===== config.mk =====
export PLATFORM = sky130hd
export DESIGN_NAME = sam_enc_param
export DESIGN_NICKNAME = d
export VERILOG_FILES = /design/src/rtl/sam_enc_param.sv
export SDC_FILE = /design/constraint.sdc
export NUM_CORES = 1
export LEC_CHECK = 0
export BUFFER_PORTS_ARGS = -buffer_cell sky130_fd_sc_hd__buf_2
export CAP_MARGIN = 20
export CORE_MARGIN = 5
export CORE_UTILIZATION = 49
export CTS_CLUSTER_DIAMETER = 50
export DETAILED_ROUTE_END_ITERATION = 7
export PLACE_DENSITY = 0.66
export SYNTH_ARGS = -nofsm -noshare
export SYNTH_HDL_FRONTEND = slang
export SYNTH_SLANG_ARGS = --single-unit

===== constraint.sdc =====
create_clock -name clk -period 3.45 [get_ports clk]
set_input_delay 0.69 -clock clk [delete_from_list [all_inputs] [get_ports clk]]
set_output_delay 0.69 -clock clk [all_outputs]
set_load 0.01 [all_outputs]

===== src/rtl/sam_enc_param.sv =====
// Parametrised SAM serial encoder: serial key configuration, PWM symbol decode, keyed encode.
// Optional illegal-symbol counter output drop_cnt is built when SAM_ENC_DROPCNT_EN is defined.
module sam_enc_param #(
   parameter int MAX_LOG2 = 4,
   parameter int N_W      = 4,
   parameter int CNT_W    = 6,
   parameter int MIN_SYM  = 10,
   parameter int MAX_SYM  = 60
) (
   input  logic                      clk,
   input  logic                      reset,
   input  logic                      str,
   input  logic                      mode,
   output logic [(2**MAX_LOG2)-1:0]  msgcd,
   output logic                      valid,
   output logic [MAX_LOG2:0]         cc,
   output logic                      busy,
   output logic                      cfg_err
`ifdef SAM_ENC_DROPCNT_EN
   ,
   output logic [7:0]                drop_cnt
`endif
);

   localparam int MAX_LEN = 2**MAX_LOG2;
   localparam int LEN_W   = MAX_LOG2 + 1;
   localparam int IDX_W   = MAX_LOG2;
   localparam int CFG_MAX = (N_W > MAX_LEN) ? N_W : MAX_LEN;
   localparam int CFG_W   = $clog2(CFG_MAX);
   localparam int SUM_W   = CNT_W + 1;

   localparam logic [CNT_W-1:0] CNT_SAT = '1;
   localparam logic [N_W-1:0]   N_LIMIT = N_W'(MAX_LOG2);

   localparam logic [2:0] S_IDLE  = 3'd0;
   localparam logic [2:0] S_CFG_N = 3'd1;
   localparam logic [2:0] S_CFG_D = 3'd2;
   localparam logic [2:0] S_CFG_K = 3'd3;
   localparam logic [2:0] S_WAIT  = 3'd4;
   localparam logic [2:0] S_RUN   = 3'd5;

   logic [2:0]         state_q, state_d;
   logic [N_W-1:0]     n_q, n_d;
   logic [LEN_W-1:0]   len_q, len_d;
   logic [CFG_W-1:0]   cfg_cnt_q, cfg_cnt_d;
   logic [MAX_LEN-1:0] d_q, d_d;
   logic [MAX_LEN-1:0] k_q, k_d;
   logic [CNT_W-1:0]   ones_q, ones_d;
   logic [CNT_W-1:0]   zeros_q, zeros_d;
   logic               seen_low_q, seen_low_d;
   logic [IDX_W-1:0]   idx_q, idx_d;
   logic [MAX_LEN-1:0] msgcd_q, msgcd_d;
   logic               valid_q, valid_d;
   logic [LEN_W-1:0]   cc_q, cc_d;
   logic               cfg_err_q, cfg_err_d;

   logic [SUM_W-1:0]   sym_sum;
   logic               sym_legal;
   logic               sym_bit;
   logic [N_W-1:0]     n_shift;
   logic [LEN_W-1:0]   n_len;
   logic [CFG_W-1:0]   cfg_last;
   logic               sym_edge;

   assign sym_sum   = {1'b0, ones_q} + {1'b0, zeros_q};
   assign sym_legal = (sym_sum >= SUM_W'(MIN_SYM)) && (sym_sum <= SUM_W'(MAX_SYM)) &&
                      (ones_q != '0) && (zeros_q != '0);
   assign sym_bit   = (ones_q >= zeros_q);
   assign n_shift   = {n_q[N_W-2:0], str};
   assign n_len     = LEN_W'(1) << n_shift;
   assign cfg_last  = CFG_W'(len_q - LEN_W'(1));
   // A symbol closes on the first high sample after its low phase.
   assign sym_edge  = str && seen_low_q;

   always_comb begin
      state_d    = state_q;
      n_d        = n_q;
      len_d      = len_q;
      cfg_cnt_d  = cfg_cnt_q;
      d_d        = d_q;
      k_d        = k_q;
      ones_d     = ones_q;
      zeros_d    = zeros_q;
      seen_low_d = seen_low_q;
      idx_d      = idx_q;
      msgcd_d    = msgcd_q;
      valid_d    = 1'b0;
      cc_d       = cc_q;
      cfg_err_d  = cfg_err_q;

      case (state_q)
         S_IDLE: begin
            n_d        = '0;
            len_d      = '0;
            cfg_cnt_d  = '0;
            d_d        = '0;
            k_d        = '0;
            ones_d     = '0;
            zeros_d    = '0;
            seen_low_d = 1'b0;
            idx_d      = '0;
            if (mode) begin
               state_d   = S_CFG_N;
               cfg_err_d = 1'b0;
               msgcd_d   = '0;
            end
         end

         S_CFG_N: begin
            if (!mode) begin
               state_d = S_IDLE;
            end else begin
               n_d       = n_shift;
               cfg_cnt_d = cfg_cnt_q + CFG_W'(1);
               if (cfg_cnt_q == CFG_W'(N_W - 1)) begin
                  cfg_cnt_d = '0;
                  if (n_shift > N_LIMIT) begin
                     cfg_err_d = 1'b1;
                     state_d   = S_IDLE;
                  end else begin
                     len_d   = n_len;
                     state_d = S_CFG_D;
                  end
               end
            end
         end

         S_CFG_D: begin
            if (!mode) begin
               state_d = S_IDLE;
            end else begin
               d_d       = {d_q[MAX_LEN-2:0], str};
               cfg_cnt_d = cfg_cnt_q + CFG_W'(1);
               if (cfg_cnt_q == cfg_last) begin
                  cfg_cnt_d = '0;
                  state_d   = S_CFG_K;
               end
            end
         end

         S_CFG_K: begin
            if (!mode) begin
               state_d = S_IDLE;
            end else begin
               k_d       = {k_q[MAX_LEN-2:0], str};
               cfg_cnt_d = cfg_cnt_q + CFG_W'(1);
               if (cfg_cnt_q == cfg_last) begin
                  cfg_cnt_d = '0;
                  cc_d      = len_q;
                  state_d   = S_WAIT;
               end
            end
         end

         S_WAIT: begin
            if (!mode) begin
               state_d    = S_RUN;
               idx_d      = IDX_W'(len_q - LEN_W'(1));
               ones_d     = '0;
               zeros_d    = '0;
               seen_low_d = 1'b0;
            end
         end

         S_RUN: begin
            if (mode) begin
               // Reconfiguration wins over any symbol closing this cycle.
               state_d    = S_CFG_N;
               msgcd_d    = '0;
               cfg_err_d  = 1'b0;
               n_d        = '0;
               len_d      = '0;
               d_d        = '0;
               k_d        = '0;
               cfg_cnt_d  = '0;
               ones_d     = '0;
               zeros_d    = '0;
               seen_low_d = 1'b0;
               idx_d      = '0;
            end else if (sym_edge) begin
               ones_d     = CNT_W'(1);
               zeros_d    = '0;
               seen_low_d = 1'b0;
               if (sym_legal) begin
                  msgcd_d[idx_q] = (sym_bit ^ d_q[idx_q]) | k_q[idx_q];
                  if (idx_q == '0) begin
                     valid_d = 1'b1;
                     idx_d   = IDX_W'(len_q - LEN_W'(1));
                  end else begin
                     idx_d = idx_q - IDX_W'(1);
                  end
               end
            end else if (str) begin
               ones_d = (ones_q == CNT_SAT) ? ones_q : ones_q + CNT_W'(1);
            end else begin
               seen_low_d = 1'b1;
               zeros_d    = (zeros_q == CNT_SAT) ? zeros_q : zeros_q + CNT_W'(1);
            end
         end

         default: state_d = S_IDLE;
      endcase
   end

   always_ff @(posedge clk) begin
      if (reset) begin
         state_q    <= S_IDLE;
         n_q        <= '0;
         len_q      <= '0;
         cfg_cnt_q  <= '0;
         d_q        <= '0;
         k_q        <= '0;
         ones_q     <= '0;
         zeros_q    <= '0;
         seen_low_q <= 1'b0;
         idx_q      <= '0;
         msgcd_q    <= '0;
         valid_q    <= 1'b0;
         cc_q       <= '0;
         cfg_err_q  <= 1'b0;
      end else begin
         state_q    <= state_d;
         n_q        <= n_d;
         len_q      <= len_d;
         cfg_cnt_q  <= cfg_cnt_d;
         d_q        <= d_d;
         k_q        <= k_d;
         ones_q     <= ones_d;
         zeros_q    <= zeros_d;
         seen_low_q <= seen_low_d;
         idx_q      <= idx_d;
         msgcd_q    <= msgcd_d;
         valid_q    <= valid_d;
         cc_q       <= cc_d;
         cfg_err_q  <= cfg_err_d;
      end
   end

`ifdef SAM_ENC_DROPCNT_EN
   logic [7:0] drop_q, drop_d;
   logic       drop_evt;
   logic       cfg_enter;

   assign drop_evt  = (state_q == S_RUN) && !mode && sym_edge && !sym_legal;
   assign cfg_enter = (state_q != S_CFG_N) && (state_d == S_CFG_N);

   always_comb begin
      drop_d = drop_q;
      if (cfg_enter) begin
         drop_d = '0;
      end else if (drop_evt && (drop_q != 8'hFF)) begin
         drop_d = drop_q + 8'd1;
      end
   end

   always_ff @(posedge clk) begin
      if (reset) begin
         drop_q <= '0;
      end else begin
         drop_q <= drop_d;
      end
   end

   assign drop_cnt = drop_q;
`endif

   assign msgcd   = msgcd_q;
   assign valid   = valid_q;
   assign cc      = cc_q;
   assign cfg_err = cfg_err_q;
   assign busy    = (state_q == S_CFG_N) || (state_q == S_CFG_D) ||
                    (state_q == S_CFG_K) || (state_q == S_RUN);

endmodule


==> out/qor.txt, run 1 <==
status -> completed
TritonRoute pass-1 iters -> 4
syn nets -> 591
Starting DRT DRC Count -> 289
Fillers -> 894
Lkg Pwr -> 1.93 nW
GRT Total Usage -> 19.1%
Post-Route Setup TNS -> 0 ns
DR DRC count -> 0
syn avg cell area -> 8.32 um^2
Slew Limit Fails -> 0
internal power -> 1.38 mW
global route overflow -> 0
clock share of power -> 38.3%
FF+latch count, synth -> 87
clock buffer depth -> 2
headroom to the max-slew limit -> 32.1%
clock slew at reported path FFs -> 0.09 ns
Core Util, Final -> 55.2%
share of layout cells above drive strength 1 -> 11.7%
Yosys top cell by area -> dfxtp_1
Worst path slowest cell -> or4_4
Worst Path Class, Setup -> reg -> reg
highest clock rate -> 345 MHz
Max Cap Violations -> 0
Period Utilization, post-route -> 84.1%
Post-Syn Area -> 4680 um^2
initial antenna violation count -> 0
first-pass GRT wire length -> 18200 um
Num CTS Buffers -> 9
pin count of the biggest net entering global routing -> 36
Syn. warnings -> 0
Netlist cell types -> 65
VDD IR max -> 0.000210 V
clock skew -> 0.0133 ns
DP HPWL -> 7460 um
PD cells -> 363 nW/um^2
drt wl/cell -> 14.8 um
Initial Utilization -> 50.4%
Setup Viol. Count Final -> 0
Die Y -> 108 um
Startpoint Class -> flop
number of synthesized flops with an enable pin -> 0
Psw -> 0.478 mW
Setup WS post-layout -> 0.549 ns
crit path DAT -> 3.19 ns
GPL Wtd Cong -> 0.912
Max Fanout on Critical Path -> 15
worst path cell trace -> inv_1, ha_1, or4b_1, nand4_1, a211oi_1, or4_4, and4_1, nand3_1, mux2i_1
Critical Path RT -> 3.74 ns
Async SR Flop Fraction -> 0%
Max stage delay on crit path -> 0.57 ns
dpl ws -> 0.538 ns
die span in x -> 108 um
H-tree levels -> 3
RSZ-0062 raised after global routing -> false
CP Capture Type -> flop
Post-Syn Instances -> 563
area delta synth->final -> 9.43%
via count -> 4035
worst-margin pin slew -> 1.01 ns
Ant. Diodes -> 0
total power -> 1.86 mW
Seq/Total Area, Yosys -> 37.2%
vias per cell -> 5.63
sequential share of power -> 54.6%
number of setup buffers added after CTS -> 0
Clock Sinks -> 87
Core Region -> 9280 um^2
Comb power frac -> 7.0%
Routed WL -> 10600 um
min cycle time layout -> 2.90 ns
Detail Route Antenna Nets -> 0
Clock Latency Late Sink -> 0.36 ns
Final #Nets -> 611
PortBufs -> 27
CTS root buf -> clkbuf_8
sw frac -> 25.7%
CTS tree -> done
area share of the largest cell type after synthesis -> 37.2%
count leader, synth -> dfxtp_1
hold bufs inserted after CTS -> 0
Final Hold Fails -> 0
largest cells by area after synthesis -> dfxtp_1 37%, a21oi_1 6.6%, ha_1 6.1%, nand3_1 6.1%, nand2_1 5.5%
vias in the first global route -> 3776
I/O pin count -> 28
Synth Flop Type -> dfxtp_1
# resized after CTS -> 0
Rows -> 35
Die ar. -> 11600 um^2
HP Class -> reg -> reg
Post-synth top cells -> 87 x dfxtp_1, 69 x nand2_1, 62 x a21oi_1
==> per-layer routing <==
layer  share of wire, %  track usage [%]  vias up
li1                   -                -     2028
met1                 47             24.9     1920
met2                 47             31.4       74
met3                4.2             4.02       13
met4                1.6             6.40        0
met5                  0                0        -
==> power groups by stage <==
| stage | logic (mW) | registers, mW | clock network [mW] |
|---|---|---|---|
| floorplan | 0.0957 | 1.03 | 0 |
| global placement | 0.129 | 1.04 | 0 |
| detailed placement | 0.131 | 1.04 | 0 |
| CTS | 0.131 | 1.02 | 0.735 |
| global route | 0.146 | 1.02 | 0.779 |
| finish | 0.131 | 1.02 | 0.713 |
==> state kept, by name (all words and copies together), names as in the netlist <==
| name | cells |
|---|---|
| zeros_q | 6 |
| state_q | 3 |
| n_q | 3 |
| cfg_err | 1 |
| d_q | 16 |
| cfg_cnt_q | 4 |
| valid | 1 |
| msgcd | 16 |
| idx_q | 4 |
| k_q | 16 |
| len_q | 5 |
| ones_q | 6 |
| cc | 5 |
| seen_low_q | 1 |
==> worst max-delay path: cells and delay by family, from the launching register on <==
| family | cells | cell delay (ns) |
|---|---|---|
| flops | 1 | 0.42 |
| simple gates | 5 | 1.71 |
| fa+ha+maj | 1 | 0.38 |
| mux | 1 | 0.20 |
| compound gates | 1 | 0.07 |
| buf+inv | 1 | 0.07 |
==> path summary, 6_finish.rpt <==
check,startpoint,end,slack (ns),cells past startpoint
max,zeros_q[5],msgcd[15],0.55,9
min,d_q[15],d_q[15],0.45,2
max reg2reg,zeros_q[5],msgcd[15],0.55,9
min reg2reg,d_q[15],d_q[15],0.45,2
==> cell type report <==
cell class,instances,area [um^2],area share (%)
multi-input combinational,424,2720,53.0
inverter,22,82.6,1.61
sequential,87,1740,34.0
timing repair buffer,39,225,4.39
tap,129,161,3.15
clock buffer,10,128,2.49
clock inverter,6,68.8,1.34
==> stage by stage <==
step                cells  hold slack [ns]  area, um^2
floorplan             563            0.429        4680
detailed placement    701            0.444        4930
global placement      701            0.434        4930
finish                717            0.454        5120
global route          717            0.484        5120
CTS                   717            0.457        5120
==> cell usage in the layout (no fill, tap or decap), types with 2 or more instances in the layout <==
master	Yosys	final
a211oi_1	5	5
a21oi_1	62	62
a22oi_1	2	2
a311oi_1	2	2
a31oi_1	5	5
and2_1	3	3
and2b_1	3	3
buf_2	2	27
buf_4	0	12
clkbuf_8	0	9
clkinvlp_4	0	4
dfxtp_1	87	87
ha_1	23	23
inv_1	22	22
mux2i_1	21	21
mux4_2	9	9
nand2_1	69	69
nand2b_1	7	7
nand3_1	57	57
nand4_1	4	4
nor2_1	52	52
nor2b_1	4	4
nor3_1	13	13
nor4_1	3	3
o21a_1	2	2
o21ai_0	14	14
o21ai_1	2	2
o21bai_1	4	4
o22ai_1	3	3
o31a_1	2	2
or3_1	2	2
or4_1	4	4
xnor2_1	10	10
xor2_1	7	7
==> logic make-up after synthesis <==
group,count (synthesis),synth area share [%]
compound gates,120,15.6
xor+xnor,18,3.66
fa+ha+maj,24,6.57
buf+inv,52,4.78
flops,87,37.2
mux,30,8.82
simple gates,232,23.4
Power figures use the tool's default switching activity.
==> inputs of run 2 (changes only) <==
--- a/config.mk
+++ b/config.mk
@@ -5,6 +5,7 @@
 export SDC_FILE = /design/constraint.sdc
 export NUM_CORES = 1
 export LEC_CHECK = 0
+export ABC_AREA = 1
 export BUFFER_PORTS_ARGS = -buffer_cell sky130_fd_sc_hd__buf_2
 export CAP_MARGIN = 20
 export CORE_MARGIN = 5
==> constraint.sdc (replaced) <==
create_clock -name clk -period 2.8 [get_ports clk]
set_input_delay 0.56 -clock clk [delete_from_list [all_inputs] [get_ports clk]]
set_output_delay 0.56 -clock clk [all_outputs]
set_load 0.01 [all_outputs]
==> out/qor.txt, run 2 <==
status -> completed
GRT Total Usage -> 19.8%
I/O pin count -> 28
commonest cells after routing, fill and taps aside -> 150 x nand2_1, 94 x a21oi_1, 87 x nor2_1, 87 x dfxtp_1, 68 x inv_1
DR DRC count -> 0
clock share of power -> 20.5%
Ant. Diodes -> 0
Final Hold Fails -> 0
DP HPWL -> 8500 um
largest cells by area after synthesis -> dfxtp_1 35%, nand2_1 11%, a21oi_1 9.3%, nor2_1 6.5%, ha_1 5.7%
share of layout cells above drive strength 1 -> 10.6%
RSZ-0062 raised after global routing -> false
Initial Utilization -> 49.4%
Seq/Total Area, Yosys -> 34.6%
H-tree levels -> 3
hold bufs inserted after CTS -> 0
Lkg Pwr -> 2.27 nW
Syn. warnings -> 0
first-pass GRT wire length -> 21000 um
Clock Latency Late Sink -> 0.37 ns
internal power -> 2.24 mW
Netlist cell types -> 38
Async SR Flop Fraction -> 0%
area share of the largest cell type after synthesis -> 34.6%
syn nets -> 771
dpl ws -> 0.305 ns
Fillers -> 1055
VDD IR max -> 0.000370 V
non-filler cells, final -> 902
Num CTS Buffers -> 9
Core Util, Final -> 53.6%
pin count of the biggest net entering global routing -> 43
sequential share of power -> 40.5%
Post-synth top cells -> 150 x nand2_1, 94 x a21oi_1, 87 x dfxtp_1, 87 x nor2_1, 68 x inv_1
Psw -> 1.60 mW
number of synthesized flops with an enable pin -> 0
Final #Nets -> 791
via count -> 4862
PortBufs -> 27
Max Fanout on Critical Path -> 31
commonest non-fill, non-tap cell in the layout -> nand2_1
count leader, synth -> nand2_1
worst-margin pin slew -> 0.598 ns
clock slew at reported path FFs -> 0.09 ns
drt wl/cell -> 13.3 um
global route overflow -> 0
PD cells -> 703 nW/um^2
Routed WL -> 12000 um
headroom to the max-slew limit -> 59.7%
Starting DRT DRC Count -> 247
clock buffer depth -> 2
CTS tree -> done
Die ar. -> 12400 um^2
crit path DAT -> 2.73 ns
clock skew -> 0.0146 ns
Setup WS post-layout -> 0.305 ns
Yosys top cell by area -> dfxtp_1
Startpoint Class -> flop
sw frac -> 41.7%
Max Cap Violations -> 0
Period Utilization, post-route -> 89.1%
Synth Flop Type -> dfxtp_1
Post-Syn Instances -> 743
Die Y -> 111 um
syn avg cell area -> 6.78 um^2
Detail Route Antenna Nets -> 0
highest clock rate -> 401 MHz
Rows -> 37
vias per cell -> 5.39
cell total after placement -> 887
CP Capture Type -> flop
Comb power frac -> 39.0%
CTS root buf -> clkbuf_8
# resized after CTS -> 0
Worst Path Class, Setup -> reg -> reg
vias in the first global route -> 4673
TritonRoute pass-1 iters -> 5
min cycle time layout -> 2.49 ns
GPL Wtd Cong -> 0.871
Critical Path RT -> 3.04 ns
HP Class -> reg -> reg
initial antenna violation count -> 0
number of setup buffers added after CTS -> 0
Post-Syn Area -> 5030 um^2
Core Region -> 10200 um^2
FF+latch count, synth -> 87
Clock Sinks -> 87
area delta synth->final -> 8.33%
Setup Viol. Count Final -> 0
die span in x -> 111 um
Post-Route Setup TNS -> 0 ns
Slew Limit Fails -> 0
## run 2: changes by cell type in the layout (fill, tap and decap cells not counted), sizes merged, moves of 5 or more
cell | before | now
nand2b | 7 | 0
nand2 | 69 | 154
o21ai | 17 | 53
a211oi | 5 | 11
nor2 | 52 | 93
mux4 | 9 | 0
or4 | 5 | 0
nand4 | 4 | 20
mux2i | 21 | 0
inv | 23 | 75
a21oi | 62 | 98
xnor2 | 10 | 1
a31oi | 6 | 0
## run 2: cell type report
class | instances | area, um^2 | area share [%]
multi-input cells | 549 | 2860 | 52.5
flip-flops and latches | 87 | 1740 | 31.9
inverters | 76 | 285 | 5.23
repair buffers | 40 | 233 | 4.27
well taps | 136 | 170 | 3.12
clock buffers | 11 | 141 | 2.59
clock inverters | 3 | 21.3 | 0.390
## run 2: worst max-delay path, cell delays in order, from the launching register on
cell      delay, ns
dfxtp_1        0.42
ha_1           0.22
inv_1          0.06
fa_1           0.39
nand3b_1       0.20
nand2_1        0.08
nand2_1        0.06
nand2_1        0.08
nor2_1         0.05
nand2_1        0.05
nand3_1        0.10
nand2_2        0.10
buf_4          0.30
nand3_1        0.12
nand2_1        0.07
a21oi_1        0.05
## run 2: cells by family after synthesis
| group | count (synthesis) | synth area share (%) |
|---|---|---|
| DFF | 87 | 34.6 |
| xor gates and xnor gates | 11 | 1.91 |
| AOI/OAI and AO/OA | 175 | 19.3 |
| adders and majority gates | 24 | 6.11 |
| buffers and inverters | 107 | 8.70 |
| and+or+nand+nor | 339 | 29.3 |
## run 2: worst paths after layout
check | start | endpoint | slack [ns] | cells past startpoint
worst min register to register | cc[4] | cc[4] | 0.44 | 2
worst max-delay path | zeros_q[0] | msgcd[14] | 0.31 | 15
worst min-delay path | cc[4] | cc[4] | 0.44 | 2
worst max register to register | zeros_q[0] | msgcd[14] | 0.31 | 15
## run 2: metrics by stage
step           instance area [um^2]  hold WS, ns  total power [mW]
5_1_grt                        5450        0.479              4.15
3_5_place_dp                   5280        0.436              3.06
4_1_cts                        5450        0.448              3.85
3_3_place_gp                   5280        0.431              3.04
6_report                       5450        0.445              3.84
2_1_floorplan                  5030        0.429              2.73
## run 2: layer usage
layer  up-vias  global-route usage [%]  part of all wire, %
li1       2513                       -                    -
met1      2235                    25.5                   48
met2        95                    33.5                   46
met3        19                    3.10                  3.8
met4         0                    7.38                  1.7
met5         -                       0                    0
## run 2: power groups by stage
stage          Sequential, mW  Combinational, mW  Clock, mW
6_report                 1.55               1.50      0.786
2_1_floorplan            1.55               1.18          0
3_3_place_gp             1.57               1.46          0
3_5_place_dp             1.58               1.48          0
5_1_grt                  1.58               1.72      0.857
4_1_cts                  1.55               1.49      0.804
